File: src/rtl/fir_pkg.sv
// fir_pkg: shared constants and helpers for the FIR decimator front end.
//   CHANNELS_DEF / DATA_WIDTH_DEF : default lane count and sample width
//   DROP_CNT_W                    : width of the dropped-frame counter
//   pack_state_e                  : framing state of the channel packer
//   lane_lsb()                    : LSB position of a lane inside a beat
package fir_pkg;

    localparam int unsigned CHANNELS_DEF   = 16;
    localparam int unsigned DATA_WIDTH_DEF = 16;
    localparam int unsigned DROP_CNT_W     = 16;

    typedef enum logic {
        ST_SYNC = 1'b0,
        ST_RUN  = 1'b1
    } pack_state_e;

    // Lane ch of a beat occupies [lane_lsb(ch, dw) +: dw].
    function automatic int unsigned lane_lsb(input int unsigned ch, input int unsigned dw);
        return ch * dw;
    endfunction

endpackage

File: src/rtl/axis_frame_fifo.sv
// axis_frame_fifo: small frame FIFO that owns the AXI-Stream output registers.
//   clk_i, rst_ni : clock, asynchronous active-low reset
//   push_i/data_i : write request and frame
//   full_o        : all DEPTH entries occupied (before this cycle's pop)
//   ready_i       : downstream ready; a pop happens on valid_o && ready_i
//   valid_o/data_o: head entry, registered (valid_o never depends on ready_i)
// A push while full still lands when the head is popped in the same cycle;
// otherwise it is ignored and the caller accounts for the drop.
module axis_frame_fifo #(
    parameter int unsigned DEPTH = 2,
    parameter int unsigned WIDTH = 256
) (
    input  logic             clk_i,
    input  logic             rst_ni,
    input  logic             push_i,
    input  logic [WIDTH-1:0] data_i,
    output logic             full_o,
    input  logic             ready_i,
    output logic             valid_o,
    output logic [WIDTH-1:0] data_o
);

    localparam int unsigned CNTW = $clog2(DEPTH + 1);

    logic [WIDTH-1:0] mem_q [DEPTH];
    logic [WIDTH-1:0] mem_d [DEPTH];
    logic [CNTW-1:0]  cnt_q, cnt_d;
    logic             pop;
    logic             push_ok;

    assign valid_o = (cnt_q != '0);
    assign full_o  = (cnt_q == CNTW'(DEPTH));
    assign data_o  = mem_q[0];
    assign pop     = valid_o && ready_i;
    assign push_ok = push_i && (!full_o || pop);

    // Entry 0 is always the head, so a pop shifts the array down and the
    // incoming frame is written at the post-pop occupancy.
    always_comb begin
        mem_d = mem_q;
        cnt_d = cnt_q;
        if (pop) begin
            for (int unsigned i = 0; i + 1 < DEPTH; i++) begin
                mem_d[i] = mem_q[i + 1];
            end
            cnt_d = cnt_q - CNTW'(1);
        end
        if (push_ok) begin
            for (int unsigned i = 0; i < DEPTH; i++) begin
                if (CNTW'(i) == cnt_d) begin
                    mem_d[i] = data_i;
                end
            end
            cnt_d = cnt_d + CNTW'(1);
        end
    end

    always_ff @(posedge clk_i or negedge rst_ni) begin
        if (!rst_ni) begin
            cnt_q <= '0;
            for (int unsigned i = 0; i < DEPTH; i++) begin
                mem_q[i] <= '0;
            end
        end else begin
            cnt_q <= cnt_d;
            mem_q <= mem_d;
        end
    end

endmodule

File: src/rtl/chan_avg_packer.sv
// chan_avg_packer: accumulates AVG consecutive channel-interleaved frames and
// emits each averaged frame as one CHANNELS*DATA_WIDTH AXI-Stream beat.
//   clk, nrst         : clock, asynchronous active-low reset
//   in_valid/in_ch/in_data : non-stallable sample stream, one sample per cycle
//   m_tvalid/m_tready/m_tdata : AXIS master, lane ch at [ch*DW +: DW]
//   clr_flags         : synchronous clear of seq_err, overflow, drop_count
//   seq_err           : sticky, channel order violated
//   overflow          : sticky, at least one frame dropped
//   drop_count        : saturating count of dropped frames
module chan_avg_packer
    import fir_pkg::*;
#(
    parameter int unsigned CHANNELS   = CHANNELS_DEF,
    parameter int unsigned DATA_WIDTH = DATA_WIDTH_DEF,
    parameter int unsigned AVG        = 4
) (
    input  logic                           clk,
    input  logic                           nrst,
    input  logic                           in_valid,
    input  logic [$clog2(CHANNELS)-1:0]    in_ch,
    input  logic [DATA_WIDTH-1:0]          in_data,
    output logic                           m_tvalid,
    input  logic                           m_tready,
    output logic [CHANNELS*DATA_WIDTH-1:0] m_tdata,
    input  logic                           clr_flags,
    output logic                           seq_err,
    output logic                           overflow,
    output logic [DROP_CNT_W-1:0]          drop_count
);

    localparam int unsigned DW = DATA_WIDTH;
    localparam int unsigned CW = $clog2(CHANNELS);
    localparam int unsigned SH = $clog2(AVG);
    localparam int unsigned AW = DW + SH;
    localparam int unsigned FW = (SH == 0) ? 1 : SH;
    localparam int unsigned LW = CHANNELS * DW;

    pack_state_e state_q, state_d;
    logic [CW-1:0] exp_q, exp_d;
    logic [FW-1:0] fcnt_q, fcnt_d;

    logic signed [AW-1:0] acc_q [CHANNELS];
    logic                 acc_we;
    logic [CW-1:0]        acc_idx;
    logic signed [AW-1:0] acc_wval;

    logic signed [AW-1:0] in_ext;
    logic signed [AW-1:0] acc_sum;
    logic                 in_match;
    logic                 last_ch;
    logic                 last_frame;

    logic                 frame_push;
    logic                 seq_evt;
    logic [LW-1:0]        frame;
    logic                 fifo_full;
    logic                 fifo_drop;

    logic                  seq_err_q, seq_err_d;
    logic                  overflow_q, overflow_d;
    logic [DROP_CNT_W-1:0] drop_cnt_q, drop_cnt_d;

    assign in_ext     = AW'(signed'(in_data));
    assign in_match   = (in_ch == exp_q);
    assign last_ch    = (exp_q == CW'(CHANNELS - 1));
    assign last_frame = (fcnt_q == FW'(AVG - 1));
    // First frame of a window loads the accumulator, later frames add to it.
    assign acc_sum    = (fcnt_q == '0) ? in_ext : (acc_q[exp_q] + in_ext);

    // Framing FSM: channel/frame counters and accumulator write selection.
    always_comb begin
        state_d    = state_q;
        exp_d      = exp_q;
        fcnt_d     = fcnt_q;
        acc_we     = 1'b0;
        acc_idx    = '0;
        acc_wval   = in_ext;
        frame_push = 1'b0;
        seq_evt    = 1'b0;
        case (state_q)
            ST_SYNC: begin
                if (in_valid && (in_ch == '0)) begin
                    acc_we   = 1'b1;
                    acc_idx  = '0;
                    acc_wval = in_ext;
                    exp_d    = CW'(1);
                    fcnt_d   = '0;
                    state_d  = ST_RUN;
                end
            end
            ST_RUN: begin
                if (in_valid) begin
                    if (in_match) begin
                        acc_we   = 1'b1;
                        acc_idx  = exp_q;
                        acc_wval = acc_sum;
                        if (last_ch) begin
                            exp_d = '0;
                            if (last_frame) begin
                                fcnt_d     = '0;
                                frame_push = 1'b1;
                            end else begin
                                fcnt_d = fcnt_q + FW'(1);
                            end
                        end else begin
                            exp_d = exp_q + CW'(1);
                        end
                    end else begin
                        seq_evt = 1'b1;
                        fcnt_d  = '0;
                        if (in_ch == '0) begin
                            // Out-of-order ch0 restarts the window in place.
                            acc_we   = 1'b1;
                            acc_idx  = '0;
                            acc_wval = in_ext;
                            exp_d    = CW'(1);
                        end else begin
                            exp_d   = '0;
                            state_d = ST_SYNC;
                        end
                    end
                end
            end
            default: begin
                state_d = ST_SYNC;
            end
        endcase
    end

    // Averaged beat; the last lane's sample arrives this cycle so it bypasses
    // the accumulator register. >>> floors toward minus infinity.
    always_comb begin
        frame = '0;
        for (int unsigned ch = 0; ch < CHANNELS; ch++) begin
            if (ch == CHANNELS - 1) begin
                frame[lane_lsb(ch, DW) +: DW] = DW'(acc_sum >>> SH);
            end else begin
                frame[lane_lsb(ch, DW) +: DW] = DW'(acc_q[CW'(ch)] >>> SH);
            end
        end
    end

    assign fifo_drop = frame_push && fifo_full && !(m_tvalid && m_tready);

    // Sticky flags: a same-cycle event takes precedence over clr_flags.
    always_comb begin
        seq_err_d  = clr_flags ? 1'b0 : seq_err_q;
        overflow_d = clr_flags ? 1'b0 : overflow_q;
        drop_cnt_d = clr_flags ? '0 : drop_cnt_q;
        if (seq_evt) begin
            seq_err_d = 1'b1;
        end
        if (fifo_drop) begin
            overflow_d = 1'b1;
            if (drop_cnt_d != '1) begin
                drop_cnt_d = drop_cnt_d + DROP_CNT_W'(1);
            end
        end
    end

    always_ff @(posedge clk or negedge nrst) begin
        if (!nrst) begin
            state_q    <= ST_SYNC;
            exp_q      <= '0;
            fcnt_q     <= '0;
            seq_err_q  <= 1'b0;
            overflow_q <= 1'b0;
            drop_cnt_q <= '0;
        end else begin
            state_q    <= state_d;
            exp_q      <= exp_d;
            fcnt_q     <= fcnt_d;
            seq_err_q  <= seq_err_d;
            overflow_q <= overflow_d;
            drop_cnt_q <= drop_cnt_d;
        end
    end

    // Accumulators are always loaded before use, so they carry no reset.
    always_ff @(posedge clk) begin
        if (acc_we) begin
            acc_q[acc_idx] <= acc_wval;
        end
    end

    axis_frame_fifo #(
        .DEPTH (2),
        .WIDTH (LW)
    ) u_fifo (
        .clk_i   (clk),
        .rst_ni  (nrst),
        .push_i  (frame_push),
        .data_i  (frame),
        .full_o  (fifo_full),
        .ready_i (m_tready),
        .valid_o (m_tvalid),
        .data_o  (m_tdata)
    );

    assign seq_err    = seq_err_q;
    assign overflow   = overflow_q;
    assign drop_count = drop_cnt_q;

endmodule

File: config.mk
export PLATFORM = sky130hd
export DESIGN_NAME = chan_avg_packer
export DESIGN_NICKNAME = d
export VERILOG_FILES = /design/src/rtl/fir_pkg.sv /design/src/rtl/axis_frame_fifo.sv /design/src/rtl/chan_avg_packer.sv
export SDC_FILE = /design/constraint.sdc
export NUM_CORES = 1
export LEC_CHECK = 0
export BUFFER_PORTS_ARGS = -buffer_cell sky130_fd_sc_hd__buf_2
export CORE_MARGIN = 4
export CORE_UTILIZATION = 35
export CTS_CLUSTER_SIZE = 8
export DETAILED_ROUTE_END_ITERATION = 8
export PLACE_DENSITY = 0.56
export SYNTH_ARGS = -nofsm -noshare
export SYNTH_HDL_FRONTEND = slang
export SYNTH_HIERARCHICAL = 1
export SYNTH_SLANG_ARGS = --single-unit
File: constraint.sdc
create_clock -name clk -period 4.7 [get_ports clk]
set_input_delay 0.705 -clock clk [delete_from_list [all_inputs] [get_ports clk]]
set_output_delay 0.705 -clock clk [all_outputs]
set_load 0.02 [all_outputs]
Word level (Yosys, flattened, before mapping)
Memories as Yosys holds them, arrays and structs flattened.
Index checks and enable logic that the tools add are counted.
{"block": "word_totals", "regBits": 539, "ram_bits": 288, "inputBits": 25, "out_inout_bits": 275, "mem_count": 1}
{"memory": "acc_q", "words": 16, "word_bits": 18, "rd": 16, "rd_clocked_by_memory_dff": 0, "wr": 1, "line": "chan_avg_packer.sv:42", "text": "logic signed [AW-1:0] acc_q [CHANNELS];"}
{"block": "op_classes", "n_addsub": 6, "n_eq_ne": 9, "n_mux": 48, "bitwise_logic": 1, "n_reduce_logical": 17}
{"operator": "256-bit two-way mux", "n": 3}
{"operator": "512-bit two-way mux", "n": 1}
{"operator": "18-bit two-way mux", "n": 3}
{"operator": "16-bit two-way mux", "n": 3}
{"operator": "18-bit one-hot mux with 2 select lines", "n": 1}
{"operator": "4-bit two-way mux", "n": 6}
{"operator": "1-bit two-way mux", "n": 19}
{"operator": "18-bit by 16-bit adder with 18-bit output", "n": 1}
{"operator": "16-bit by 1-bit adder with 16-bit output, second input constant", "n": 1}
{"operator": "16-bit inequality test, second input constant", "n": 1}
{"operator": "4-bit one-hot mux with 2 select lines", "n": 2}
{"operator": "2-bit two-way mux", "n": 7}
{"operator": "2-bit nonzero test", "n": 3}
{"operator": "1-bit logical AND", "n": 5}
{"operator": "2-bit by 1-bit adder with 2-bit output, second input constant", "n": 2}
{"operator": "4-bit by 1-bit adder with 4-bit output, second input constant", "n": 1}
{"operator": "2-bit equality test, second input constant", "n": 2}
{"operator": "4-bit equality test", "n": 1}
{"operator": "4-bit equality test, second input constant", "n": 1}
{"operator": "2-bit zero test", "n": 2}
{"operator": "4-bit zero test", "n": 1}
{"operator": "2-bit inequality test, second input constant", "n": 2}
{"operator": "1-bit one-hot mux with 2 select lines", "n": 2}
{"operator": "2-bit one-hot mux with 2 select lines", "n": 1}
{"operator": "other kinds (8)", "n": 10}

Logic depth before layout (Yosys ltp)
{"block": "logic_depth", "word_depth": 9, "mapped_depth": 18, "mapped_depth_nobuf": 15}

Cells and area by module
The synthesis kept the hierarchy.
{"mod": "axis_frame_fifo", "instances": 1, "cells_per_inst": 1704, "area_per_inst_um2": 23128.4, "seq_area_each_um2": 12862.3}
{"mod": "chan_avg_packer", "instances": 1, "cells_per_inst": 881, "area_per_inst_um2": 13610.6, "seq_area_each_um2": 9273.9}

Worst setup path before layout
No wires, ideal clock.
{"block": "synth_path", "kind": "register to register", "from": "reg exp_q[0]", "to": "mem acc_q[0][10] (netlist name) (data pin)", "t_arrival_ns": 4.292, "required_ns": 4.370, "slack_ns": 0.078, "path_stages_with_launch": 15, "n_path_buf": 2, "period_less_slack_ns": 4.622, "path_cell_list": "dfrtp_1 -> buf_6 -> buf_1 -> mux4_2 -> a22oi_1 -> nand2_1 -> ha_1 -> fa_1 -> a21oi_1 -> o21ai_1 -> a2111oi_2 -> o31ai_1 -> a21oi_1 -> xor2_1 -> o21ai_0"}
{"block": "synth_between", "elab_chain_len": 6}
{"element": "start: declaration", "line": "chan_avg_packer.sv:39", "text": "logic [CW-1:0] exp_q, exp_d;"}
{"element": "start signal: assignment", "line": "chan_avg_packer.sv:171", "text": "exp_q <= exp_d;"}
{"element": "memory read 16 x 18 bit"}
{"element": "18-bit by 16-bit adder with 18-bit output", "line": "chan_avg_packer.sv:68", "text": "assign acc_sum = (fcnt_q == '0) ? in_ext : (acc_q[exp_q] + in_ext);"}
{"element": "18-bit two-way mux", "line": "chan_avg_packer.sv:68"}
{"element": "18-bit two-way mux (*)", "line": "chan_avg_packer.sv:93", "text": "if (in_match) begin"}
{"element": "18-bit two-way mux (*)", "line": "chan_avg_packer.sv:92", "text": "if (in_valid) begin"}
{"element": "18-bit one-hot mux with 2 select lines (*)", "line": "chan_avg_packer.sv:80", "text": "case (state_q)"}
{"element": "net acc_wval[10]", "line": "chan_avg_packer.sv:45", "text": "logic signed [AW-1:0] acc_wval;"}
{"element": "end: declaration", "line": "chan_avg_packer.sv:42"}
The timed path passes the listed nets; every way through them passes the cells marked *.

Worst setup path after layout
{"block": "layout_path", "from": "reg exp_q[0]", "to": "mem acc_q[3][16] (netlist name) (data pin)"}
The elaborated chain is that of the path after synthesis.

==> reports/metrics.cfg <==
[logic_synthesis]
synthDistinctLibCells = 60
ys_ff_latch = 827
async_reset_ff_frac = 0.652
synth_top_area_share = 0.367
postSynthAreaPerCell_um2 = 14.2
syn_area_um2 = 36700
synth_seq_area_share = 0.603
synthFlopType = dfrtp_1
yosysWarningCount = 6
yosys.area.top_type = dfrtp_1
synthTopCellsByArea = dfrtp_1 37%, edfxtp_1 24%, mux2_2 8.3%
postSynthNetCount = 2635
syn_inst = 2585
synth_edf_count = 288

[sta]
worst_pin_slew_ns = 0.973
min_period_over_period = 0.928
worst_slack_ns = 0.338
setup_tns_ns = 0
finalSetupViolCount = 0
rsz0062_at_grt = no
slew_headroom = 0.351
fin_skew_ns = 0.0222
max_freq_mhz = 229
hold_viol = 0
finalMaxSlewViolations = 0
post-route-min-period_ns = 4.36

[min_path]
hp-class = in -> async

[final_layout]
fillers = 9639
area_growth_pct = 12.9
seqCellArea_um2 = 22100
multi_input_area_um2 = 11700
drive_gt1_frac = 0.323
nNetsFinal = 2725

[critical_path]
worstPathCellList = buf_12 > buf_4 > mux2_2 > o21ai_0 > a21oi_1 > o21ai_0 > nand2_1 > ha_1 > inv_1 > nor2_1 > nand2_1 > o31ai_1 > o22ai_1 > xor2_1 > o21ai_2 > buf_12
critPathMaxStageDelay_ns = 0.52
cp_max_fo = 30
endpoint_kind = flip-flop
start_kind = flip-flop
arrival_ns = 4.77
crit_type = reg -> reg
cpMaxStageDelayCell = o31ai_1
worstPathRequired_ns = 5.11

[floorplanning]
start_util = 0.353
rows = 118
core-area_um2 = 104000
boundaryPins = 300
die_h_um = 332
die_x_um = 332
die_area_um2 = 110000

[power]
p_total_mw = 21.5
power_density_nw_per_um2 = 517
ir_drop_mv = 0.353
leakage_nw = 18.0

[global_routing]
grt_pass1_wl_um = 164000
grt.busiest_layer = met2
grt_max_degree = 131
grtUsageMet2 = 0.325
antenna_found_initial = 8
grtUsageMet1 = 0.265
grtUsageTotal = 0.197
grt_pass1_vias = 23100
overflow = 0
use_met3 = 0.0403

[clocking]
clk_latency_ns = 0.68
clk_pin_slew_worst_paths_ns = 0.05
cts-root-buf = clkbuf_16
cts_tree = yes
numCtsBuffers = 114
clockBufferDepth = 3
cts_sinks = 827
htree_levels = 3

[route]
via_per_inst = 5.49
vias = 22600
ant_nets = 0
wirelength_um = 112000
wl_per_cell_um = 27.2
drtIter0Drc = 2028
drt_first_pass_iters = 5
drc = 0

[place]
hpwl_um = 78300
dp_slack_ns = 0.359
gp_congestion = 0.899
place.port_buffers = 299

[status]
status = finished clean

[run]
maxCapViolCount = 0

[placed cells by master, fill, tap and decap left out, drive strengths merged, types with 38 or more instances in the layout]
| cell type | instances |
|---|---|
| clkbuf | 166 |
| buf | 413 |
| mux2i | 57 |
| or3 | 258 |
| mux4 | 38 |
| nor2 | 42 |
| mux2 | 275 |
| o221a | 256 |
| nand2 | 79 |
| o21ai | 77 |
| edfxtp | 288 |
| dfrtp | 539 |
[final timing paths]
check	slack, ns	startpoint	cells past startpoint	end
max in group asynchronous	3.35	nrst	2	u_fifo/data_o[76]
hold reg to reg	0.50	u_fifo/mem_q[79]	1	u_fifo/mem_q[79]
setup reg to reg	0.34	exp_q[0]	16	acc_q[3][16]
setup / recovery	0.34	exp_q[0]	16	acc_q[3][16]
min in group clk	0.44	in_valid	3	exp_q[2]
hold / removal	0.16	nrst	1	drop_count[1]
[layout make-up]
type,instances,share of cell area
Tap cell,1380,0.0416
Timing Repair Buffer,413,0.0636
Inverter,16,0.00145
Sequential cell,827,0.534
Multi-Input combinational cell,1303,0.282
Clock inverter,8,0.00308
Clock buffer,166,0.0742
Antenna cell,6,0.000362
[state kept, by name, summed over array words and instances, names as in the netlist]
register	flops
u_fifo/cnt_q	2
u_fifo/mem_q	256
state_q	1
acc_q	288
u_fifo/data_o	256
exp_q	4
seq_err	1
overflow	1
fcnt_q	2
drop_count	16
[metal layers]
layer | share of wire | wire, um
met2 | 0.49 | 54500
met3 | 0.064 | 7210
met4 | 0.026 | 2890
met1 | 0.42 | 47600
met5 | 0.00012 | 13
[cells by family after synthesis]
kind of cell             share of synthesized area
buffers and inverters                       0.0807
AO/OA/AOI/OAI                                0.107
multiplexers                                 0.123
adder cells (fa/ha/maj)                    0.00872
AND/OR/NAND/NOR                             0.0679
XOR/XNOR                                   0.00977
flip-flops                                   0.603
[power breakdown]
| part | internal, mW | leakage [nW] | switching (mW) |
|---|---|---|---|
| clock | 4.55 | 1.54 | 3.06 |
| sequential | 8.38 | 9.68 | 0.771 |
| combinational | 1.88 | 6.75 | 2.81 |
[repair_timing]
item,in CTS,in global routing
buffers inserted,0,0
resized for setup,0,1
setup endpoints to repair,0,12
hold buffers,0,0
[through the flow]
step	util	std cells	hold slack (ns)	area, um2
after global routing	0.399	4114	0.205	41500
final	0.399	4119	0.163	41500
after CTS	0.399	4113	0.170	41500
after global placement	0.368	3939	0.482	38300
after floorplan	-	2585	0.409	36700
after detailed placement	0.368	3939	0.489	38300
[critical path, delay by kind of cell, from the launching register on]
kind	cells	cell delay, ns
buffers and inverters	4	0.95
DFF	1	0.48
and+or+nand+nor	3	0.30
muxes	1	0.38
xor gates and xnor gates	1	0.25
adders and majority gates	1	0.34
AOI/OAI and AO/OA	6	1.36
[cells in the mapped netlist (3+ instances only)]
cell,instances
buf_2,60
xnor2_1,22
a21o_1,7
inv_1,16
dfrtp_1,539
mux2i_1,57
nor3_1,7
nand2b_1,6
a22oi_1,18
nor2b_1,8
buf_4,257
o221a_2,16
nor2_1,41
and3_1,7
nand2_1,79
nand3_1,12
o221a_1,240
o21ai_0,61
mux4_2,38
buf_1,8
nand4_1,8
edfxtp_1,288
mux2_1,3
buf_6,29
clkbuf_1,85
o21a_1,3
ha_1,24
mux2_2,271
o31ai_1,4
a221oi_1,18
xor2_1,14
nand3b_1,3
or3_1,257
o21ai_1,16
a21oi_1,33
Power figures use the tool's default switching activity.
